<file path="src/rtl/lt24_pixel_writer_pkg.sv">
// Shared constants, state types and the address-window word table for the LT24 pixel writer.
package lt24_pixel_writer_pkg;

   localparam logic [15:0] CMD_CASET  = 16'h002A;
   localparam logic [15:0] CMD_PASET  = 16'h002B;
   localparam logic [15:0] CMD_RAMWR  = 16'h002C;
   localparam int          ADDR_WORDS = 11;

   typedef enum logic [1:0] {ST_IDLE, ST_ADDR, ST_PIXEL, ST_DROP} state_t;
   typedef enum logic [1:0] {PH_IDLE, PH_LOW, PH_HIGH} phase_t;

   // Returns {RS, data} for word idx of the column/page window sequence.
   function automatic logic [16:0] addr_word(
      input logic [3:0]  idx,
      input logic [7:0]  x,
      input logic [8:0]  y,
      input logic [15:0] x_last,
      input logic [15:0] y_last
   );
      logic [15:0] x16;
      logic [15:0] y16;
      logic [16:0] w;
      x16 = {8'h00, x};
      y16 = {7'h00, y};
      case (idx)
         4'd0:    w = {1'b0, CMD_CASET};
         4'd1:    w = {1'b1, 8'h00, x16[15:8]};
         4'd2:    w = {1'b1, 8'h00, x16[7:0]};
         4'd3:    w = {1'b1, 8'h00, x_last[15:8]};
         4'd4:    w = {1'b1, 8'h00, x_last[7:0]};
         4'd5:    w = {1'b0, CMD_PASET};
         4'd6:    w = {1'b1, 8'h00, y16[15:8]};
         4'd7:    w = {1'b1, 8'h00, y16[7:0]};
         4'd8:    w = {1'b1, 8'h00, y_last[15:8]};
         4'd9:    w = {1'b1, 8'h00, y_last[7:0]};
         default: w = {1'b0, CMD_RAMWR};
      endcase
      return w;
   endfunction

endpackage

</file>
<file path="src/rtl/lt24_pixel_writer_bus_word.sv">
// Two-cycle LT24 write strobe: a sampled start launches a LOW cycle, then a HIGH cycle (done).
// Starting again during HIGH chains words with CS_n held low.
module lt24_bus_word
   import lt24_pixel_writer_pkg::*;
(
   input  logic        clock,
   input  logic        reset,
   input  logic        i_start,
   input  logic [15:0] i_data,
   input  logic        i_rs,
   output logic        o_wr_n,
   output logic        o_cs_n,
   output logic        o_rs,
   output logic [15:0] o_data,
   output logic        o_low,
   output logic        o_done
);

   phase_t      r_phase;
   logic        r_wr_n;
   logic        r_cs_n;
   logic        r_rs;
   logic [15:0] r_data;

   always_ff @(posedge clock) begin
      if (reset) begin
         r_phase <= PH_IDLE;
         r_wr_n  <= 1'b1;
         r_cs_n  <= 1'b1;
         r_rs    <= 1'b1;
         r_data  <= 16'h0000;
      end else if (i_start && r_phase != PH_LOW) begin
         r_phase <= PH_LOW;
         r_wr_n  <= 1'b0;
         r_cs_n  <= 1'b0;
         r_rs    <= i_rs;
         r_data  <= i_data;
      end else if (r_phase == PH_LOW) begin
         r_phase <= PH_HIGH;
         r_wr_n  <= 1'b1;
      end else begin
         r_phase <= PH_IDLE;
         r_cs_n  <= 1'b1;
      end
   end

   assign o_wr_n = r_wr_n;
   assign o_cs_n = r_cs_n;
   assign o_rs   = r_rs;
   assign o_data = r_data;
   assign o_low  = (r_phase == PH_LOW);
   assign o_done = (r_phase == PH_HIGH);

endmodule

</file>
<file path="src/rtl/lt24_pixel_writer.sv">
// LT24 pixel writer: turns (x, y, RGB565) requests into LT24 bus transactions.
// Define LT24_PIXEL_WRITER_STREAM_EN to send consecutive pixels without re-sending the window.
module lt24_pixel_writer
   import lt24_pixel_writer_pkg::*;
#(
   parameter int WIDTH  = 240,
   parameter int HEIGHT = 320
) (
   input  logic        clock,
   input  logic        reset,
   input  logic [7:0]  xAddr,
   input  logic [8:0]  yAddr,
   input  logic [15:0] pixelData,
   input  logic        pixelWrite,
   output logic        pixelReady,
   output logic        pixelDropped,
   output logic        LT24Wr_n,
   output logic        LT24Rd_n,
   output logic        LT24CS_n,
   output logic        LT24RS,
   output logic [15:0] LT24Data
);

`ifdef LT24_PIXEL_WRITER_STREAM_EN
   localparam bit STREAM_EN = 1'b1;
`else
   localparam bit STREAM_EN = 1'b0;
`endif

   localparam logic [15:0] X_LAST16 = 16'(WIDTH - 1);
   localparam logic [15:0] Y_LAST16 = 16'(HEIGHT - 1);
   localparam logic [7:0]  X_LAST   = X_LAST16[7:0];
   localparam logic [8:0]  Y_LAST   = Y_LAST16[8:0];

   state_t      r_state;
   logic [3:0]  r_idx;
   logic        r_ready;
   logic        r_dropped;
   logic [7:0]  r_x, r_x0, r_ex;
   logic [8:0]  r_y, r_ey;
   logic [15:0] r_pix;
   logic        r_valid;
   logic        r_start;
   logic [15:0] r_wdata;
   logic        r_wrs;

   logic        w_accept;
   logic        w_in_range;
   logic        w_hit;
   logic        w_bus_low;
   logic        w_bus_done;
   logic [16:0] w_next_word;

   assign w_accept    = pixelWrite && r_ready;
   assign w_in_range  = (xAddr <= X_LAST) && (yAddr <= Y_LAST);
   assign w_hit       = r_valid && (xAddr == r_ex) && (yAddr == r_ey);
   assign w_next_word = addr_word(r_idx + 4'd1, r_x, r_y, X_LAST16, Y_LAST16);

   // The next word is queued while the bus is in LOW so it is sampled on the HIGH->LOW edge.
   always_ff @(posedge clock) begin
      if (reset) begin
         r_state   <= ST_IDLE;
         r_idx     <= 4'd0;
         r_ready   <= 1'b0;
         r_dropped <= 1'b0;
         r_x       <= 8'd0;
         r_y       <= 9'd0;
         r_pix     <= 16'h0000;
         r_x0      <= 8'd0;
         r_ex      <= 8'd0;
         r_ey      <= 9'd0;
         r_valid   <= 1'b0;
         r_start   <= 1'b0;
         r_wdata   <= 16'h0000;
         r_wrs     <= 1'b1;
      end else begin
         r_start   <= 1'b0;
         r_dropped <= 1'b0;
         case (r_state)
            ST_IDLE: begin
               r_ready <= 1'b1;
               if (w_accept) begin
                  r_ready <= 1'b0;
                  r_x     <= xAddr;
                  r_y     <= yAddr;
                  r_pix   <= pixelData;
                  if (!w_in_range) begin
                     r_state   <= ST_DROP;
                     r_dropped <= 1'b1;
                  end else if (w_hit) begin
                     r_state <= ST_PIXEL;
                     r_start <= 1'b1;
                     r_wdata <= pixelData;
                     r_wrs   <= 1'b1;
                  end else begin
                     r_state <= ST_ADDR;
                     r_idx   <= 4'd0;
                     r_x0    <= xAddr;
                     r_start <= 1'b1;
                     r_wdata <= CMD_CASET;
                     r_wrs   <= 1'b0;
                  end
               end
            end
            ST_ADDR: begin
               if (w_bus_low) begin
                  r_start <= 1'b1;
                  if (r_idx == 4'(ADDR_WORDS - 1)) begin
                     r_state <= ST_PIXEL;
                     r_wdata <= r_pix;
                     r_wrs   <= 1'b1;
                  end else begin
                     r_idx            <= r_idx + 4'd1;
                     {r_wrs, r_wdata} <= w_next_word;
                  end
               end
            end
            ST_PIXEL: begin
               // done while r_start is set still belongs to the last window word
               if (w_bus_done && !r_start) begin
                  r_state <= ST_IDLE;
                  r_ready <= 1'b1;
                  r_idx   <= 4'd0;
                  r_valid <= STREAM_EN;
                  if (r_x != X_LAST) begin
                     r_ex <= r_x + 8'd1;
                     r_ey <= r_y;
                  end else if (r_y != Y_LAST) begin
                     r_ex <= r_x0;
                     r_ey <= r_y + 9'd1;
                  end else begin
                     r_valid <= 1'b0;
                  end
               end
            end
            ST_DROP: begin
               r_state <= ST_IDLE;
               r_ready <= 1'b1;
            end
            default: begin
               r_state <= ST_IDLE;
               r_ready <= 1'b0;
            end
         endcase
      end
   end

   lt24_bus_word u_bus (
      .clock   (clock),
      .reset   (reset),
      .i_start (r_start),
      .i_data  (r_wdata),
      .i_rs    (r_wrs),
      .o_wr_n  (LT24Wr_n),
      .o_cs_n  (LT24CS_n),
      .o_rs    (LT24RS),
      .o_data  (LT24Data),
      .o_low   (w_bus_low),
      .o_done  (w_bus_done)
   );

   assign pixelReady   = r_ready;
   assign pixelDropped = r_dropped;
   assign LT24Rd_n     = 1'b1;

endmodule

</file>
<file path="config.mk">
export PLATFORM = sky130hd
export DESIGN_NAME = lt24_pixel_writer
export DESIGN_NICKNAME = d
export VERILOG_FILES = /design/src/rtl/lt24_pixel_writer_pkg.sv /design/src/rtl/lt24_pixel_writer_bus_word.sv /design/src/rtl/lt24_pixel_writer.sv
export SDC_FILE = /design/constraint.sdc
export NUM_CORES = 1
export LEC_CHECK = 0
export CAP_MARGIN = 20
export CORE_ASPECT_RATIO = 1.2
export CORE_MARGIN = 8
export CORE_UTILIZATION = 35
export DETAILED_ROUTE_END_ITERATION = 10
export GPL_ROUTABILITY_DRIVEN = 0
export PLACE_DENSITY = 0.68
export SYNTH_ARGS = -nofsm -noshare
export SYNTH_HDL_FRONTEND = slang
export SYNTH_SLANG_ARGS = --single-unit
</file>
<file path="constraint.sdc">
create_clock -name clock -period 2.3 [get_ports clock]
set_clock_uncertainty 0.15 [all_clocks]
set_input_delay 0.345 -clock clock [delete_from_list [all_inputs] [get_ports clock]]
set_output_delay 0.345 -clock clock [all_outputs]
set_load 0.005 [all_outputs]
</file>
==> flow_summary.yaml <==
critical_path:
  worstSetupPathType: "reg -> reg"
  data_required_time_of_the_critical_path_ns: 2.35
  setup.reg_to_reg.worst_slack_ns: 0.11
  critical_path.reg2reg.endpoint: "r_wdata[2]$_SDFFE_PP0P_"
  crit_path_end_kind: "flip-flop"
  worstPathBufferInverterCount: 1
  critical-path-slowest-cell: "dfxtp_1"
  crit_path_frequent_cell: "nor3_1"
  critical_r2r_launch: "r_idx[0]$_SDFFE_PP0P_"
  worst-path-max-fanout: 10
  critPathTopFamily: "compound AO/OA/AOI/OAI gates"
  critPathMaxStageDelay_ns: 0.39
  r2r.worst_path.cells: 7
  setup.worst_path.start_class: "flip-flop"
  cells_along_the_critical_path: "buf_4 -> ha_1 -> nor3_1 -> a311oi_1 -> a221oi_2 -> nor3_1 -> o31ai_1"
  critical_path.startpoint: "r_idx[0]$_SDFFE_PP0P_"
  arrival_ns: 2.24
routing:
  wire_per_inst_um: 15.5
  dr.pass1.iters: 4
  detail_route.drc_violations: 0
  drt_first_iter_violations: 266
  vias_post_dr: 3232
  postRouteWirelength_um: 9520
  antenna_violating_nets_remaining: 0
  post_drt_via_cell_ratio: 5.26
grt:
  busiest_layer: "met2"
  gr-total-overflow: 0
  groute.layer.met1.usage_pct: 17.9
  first_global_vias: 3198
  gr-usage-met3_pct: 2.94
  overall_global_routing_resource_usage_pct: 14.2
  global_route_wire_length_before_repair_um: 15700
  groute.layer.met2.usage_pct: 22.3
  largest_net_degree_at_the_start_of_global_routing: 35
  grt_antenna_before_repair: 0
floorplanning:
  floorplan.rows: 40
  start_util_pct: 35.9
  die_span_y_um: 127
  placeableCoreArea_um2: 10000
  num_io_pins: 58
  die-area_um2: 13800
  floorplan.die.width_um: 108
layout:
  final_util_pct: 46.6
  drive_above_1_share_pct: 14.1
  layout-area-overhead-vs-synth_pct: 29.8
  nets: 524
  fillerInstances: 990
  finish.cell_count_without_fillers: 614
  antennaDiodeCount: 0
placed_design:
  buffer_ports.inserted: 56
  placed_cells_incl_taps: 599
  place_ws_ns: -0.0229
  dp_hpwl_um: 7220
logic_synthesis:
  netlist_top_cells_count: "93 x nand2_1, 80 x dfxtp_1, 57 x a21oi_1"
  yosys-top-cells-area: "dfxtp_1 45%, nand2_1 9.7%, a21oi_1 7.9%"
  mappedNetlistNets: 464
  synthMostInstantiatedCell: "nand2_1"
  synth_warnings: 0
  syn-mean-instance-area_um2: 8.47
  synth.largest_area_cell: "dfxtp_1"
  synth-main-ff-cell: "dfxtp_1"
  netlist_area_um2: 3590
  synth_async_sr_flop_share_pct: 0
  synth_sequential_area_ratio_pct: 44.6
  synth_top_area_share_pct: 44.6
  synth_enable_flop_cells: 0
  postSynthRegisterBits: 80
  netlist_instances: 424
  netlist-cell-type-count: 67
power_and_ir_drop:
  vdd_drop_max_uv: 413
  p_total_mw: 3.31
  power.static_leakage_nw: 1.66
  cellPowerDensity_nw_per_um2: 709
run:
  max-cap-violations: 0
timing:
  tightest_slew_ns: 0.684
  finalWorstPathRequiredPeriod_ns: 2.19
  finalSetupViolCount: 0
  worst_slew_margin_rel_pct: 54.4
  fin_setup_tns_ns: 0
  report.final.hold_viol_count: 0
  unrepaired_setup_endpoints_after_global_routing: "false"
  max_clock_freq_ghz: 0.457
  final.setup.worst_slack_ns: 0.114
  finalCritPeriodShare_pct: 95.0
  slew_viol_final: 0
clocking:
  cts_tree: "yes"
  number_of_clock_sinks: 80
  inserted_clock_buffers: 9
  reg_clk_slew_reported_paths_ns: 0.06
  clock_tree.htree_level_count: 3
  cts_post_setup_buffers_inserted: 0
  clk-insertion-delay-late_ns: 0.33
  clockBufferDepth: 2
  cts_hold_repair.buffers: 0
  postCtsResizedCells: 0
  cts.root.buffer_cell: "clkbuf_16"
hold_path:
  holdCritPathClass: "reg -> reg"
  worst_hold_stages: 2
  hold_path_startpoint: "r_wdata[9]$_SDFFE_PP0P_"
  min_delay_worst_endpoint: "r_wdata[9]$_SDFFE_PP0P_"
run_status:
  run_status: "finished, final reports clean"
how the worst max path moves through the flow:
stage,slack (ns),depth (start not counted),to
floorplan,0.39,8,r_wdata[5]$_SDFFE_PP0P_
global placement,0.09,7,r_wdata[3]$_SDFFE_PP0P_
detailed placement,-0.02,7,r_wdata[5]$_SDFFE_PP0P_
CTS,0.12,7,r_wdata[5]$_SDFFE_PP0P_
global route,0.003,7,r_wdata[2]$_SDFFE_PP0P_
finish,0.11,7,r_wdata[2]$_SDFFE_PP0P_
layout by cell type (no fill, tap or decap), drive strengths merged, types with 8 or more instances in the layout:
cell type,instances
a21oi,62
nand3,17
inv,8
a22o,16
nor2,22
clkbuf,11
clkdlybuf4s50,55
dfxtp,80
nor3,10
nand2,93
buf,26
o21ai,15
worst reg2reg max path, stage by stage (launching register included):
cell      delay, ns
dfxtp_1        0.39
buf_4          0.16
ha_1           0.38
nor3_1         0.11
a311oi_1       0.27
a221oi_2       0.12
nor3_1         0.38
o31ai_1        0.12
metal layers:
metal  part of all wire [%]  wire length, um
met4                    2.1              202
met1                     44             4210
met2                     47             4490
met3                    6.5              618
met5                      0                0
sequential cells by signal (all words and copies together) (netlist names):
name	count
r_idx	4
u_bus.o_rs	1
r_state	2
r_wdata	16
pixelReady	1
pixelDropped	1
u_bus.o_data	16
r_y	9
u_bus.r_phase	2
u_bus.o_wr_n	1
u_bus.o_cs_n	1
r_pix	16
r_wrs	1
r_start	1
r_x	8
kinds of logic (layout without fill, tap and decap cells):
| kind of cell | count (synthesis) | count (layout) | share of synthesized area [%] |
|---|---|---|---|
| AOI/OAI and AO/OA | 132 | 132 | 25.1 |
| and+or+nand+nor | 162 | 162 | 20.9 |
| xor gates and xnor gates | 3 | 3 | 1.25 |
| buffers and inverters | 40 | 104 | 6.06 |
| muxes | 2 | 2 | 0.558 |
| adders and majority gates | 4 | 4 | 1.39 |
| other | 1 | 1 | 0.104 |
| DFF | 80 | 80 | 44.6 |
stage by stage:
step                      hold slack [ns]  cell area [um^2]
after floorplan                     0.268              3590
after global placement              0.294              4330
after detailed placement            0.296              4330
after CTS                           0.304              4660
after global routing                0.317              4660
final                               0.301              4660
layout make-up:
| type | instances | area, um^2 | area share (%) |
|---|---|---|---|
| Clock buffer | 11 | 253 | 5.42 |
| Clock inverter | 4 | 77.6 | 1.66 |
| Inverter | 8 | 30.0 | 0.644 |
| Multi-Input combinational cell | 304 | 1770 | 38.1 |
| Sequential cell | 80 | 1600 | 34.4 |
| Tap cell | 126 | 158 | 3.38 |
| Timing Repair Buffer | 81 | 768 | 16.5 |
power breakdown:
group	switching [mW]	leakage, nW	internal (mW)
registers	0.0394	0.649	1.44
logic	0.151	0.852	0.136
clock network	0.537	0.162	1.01
total	0.727	1.66	2.58
(Power assumes the default switching activity.)
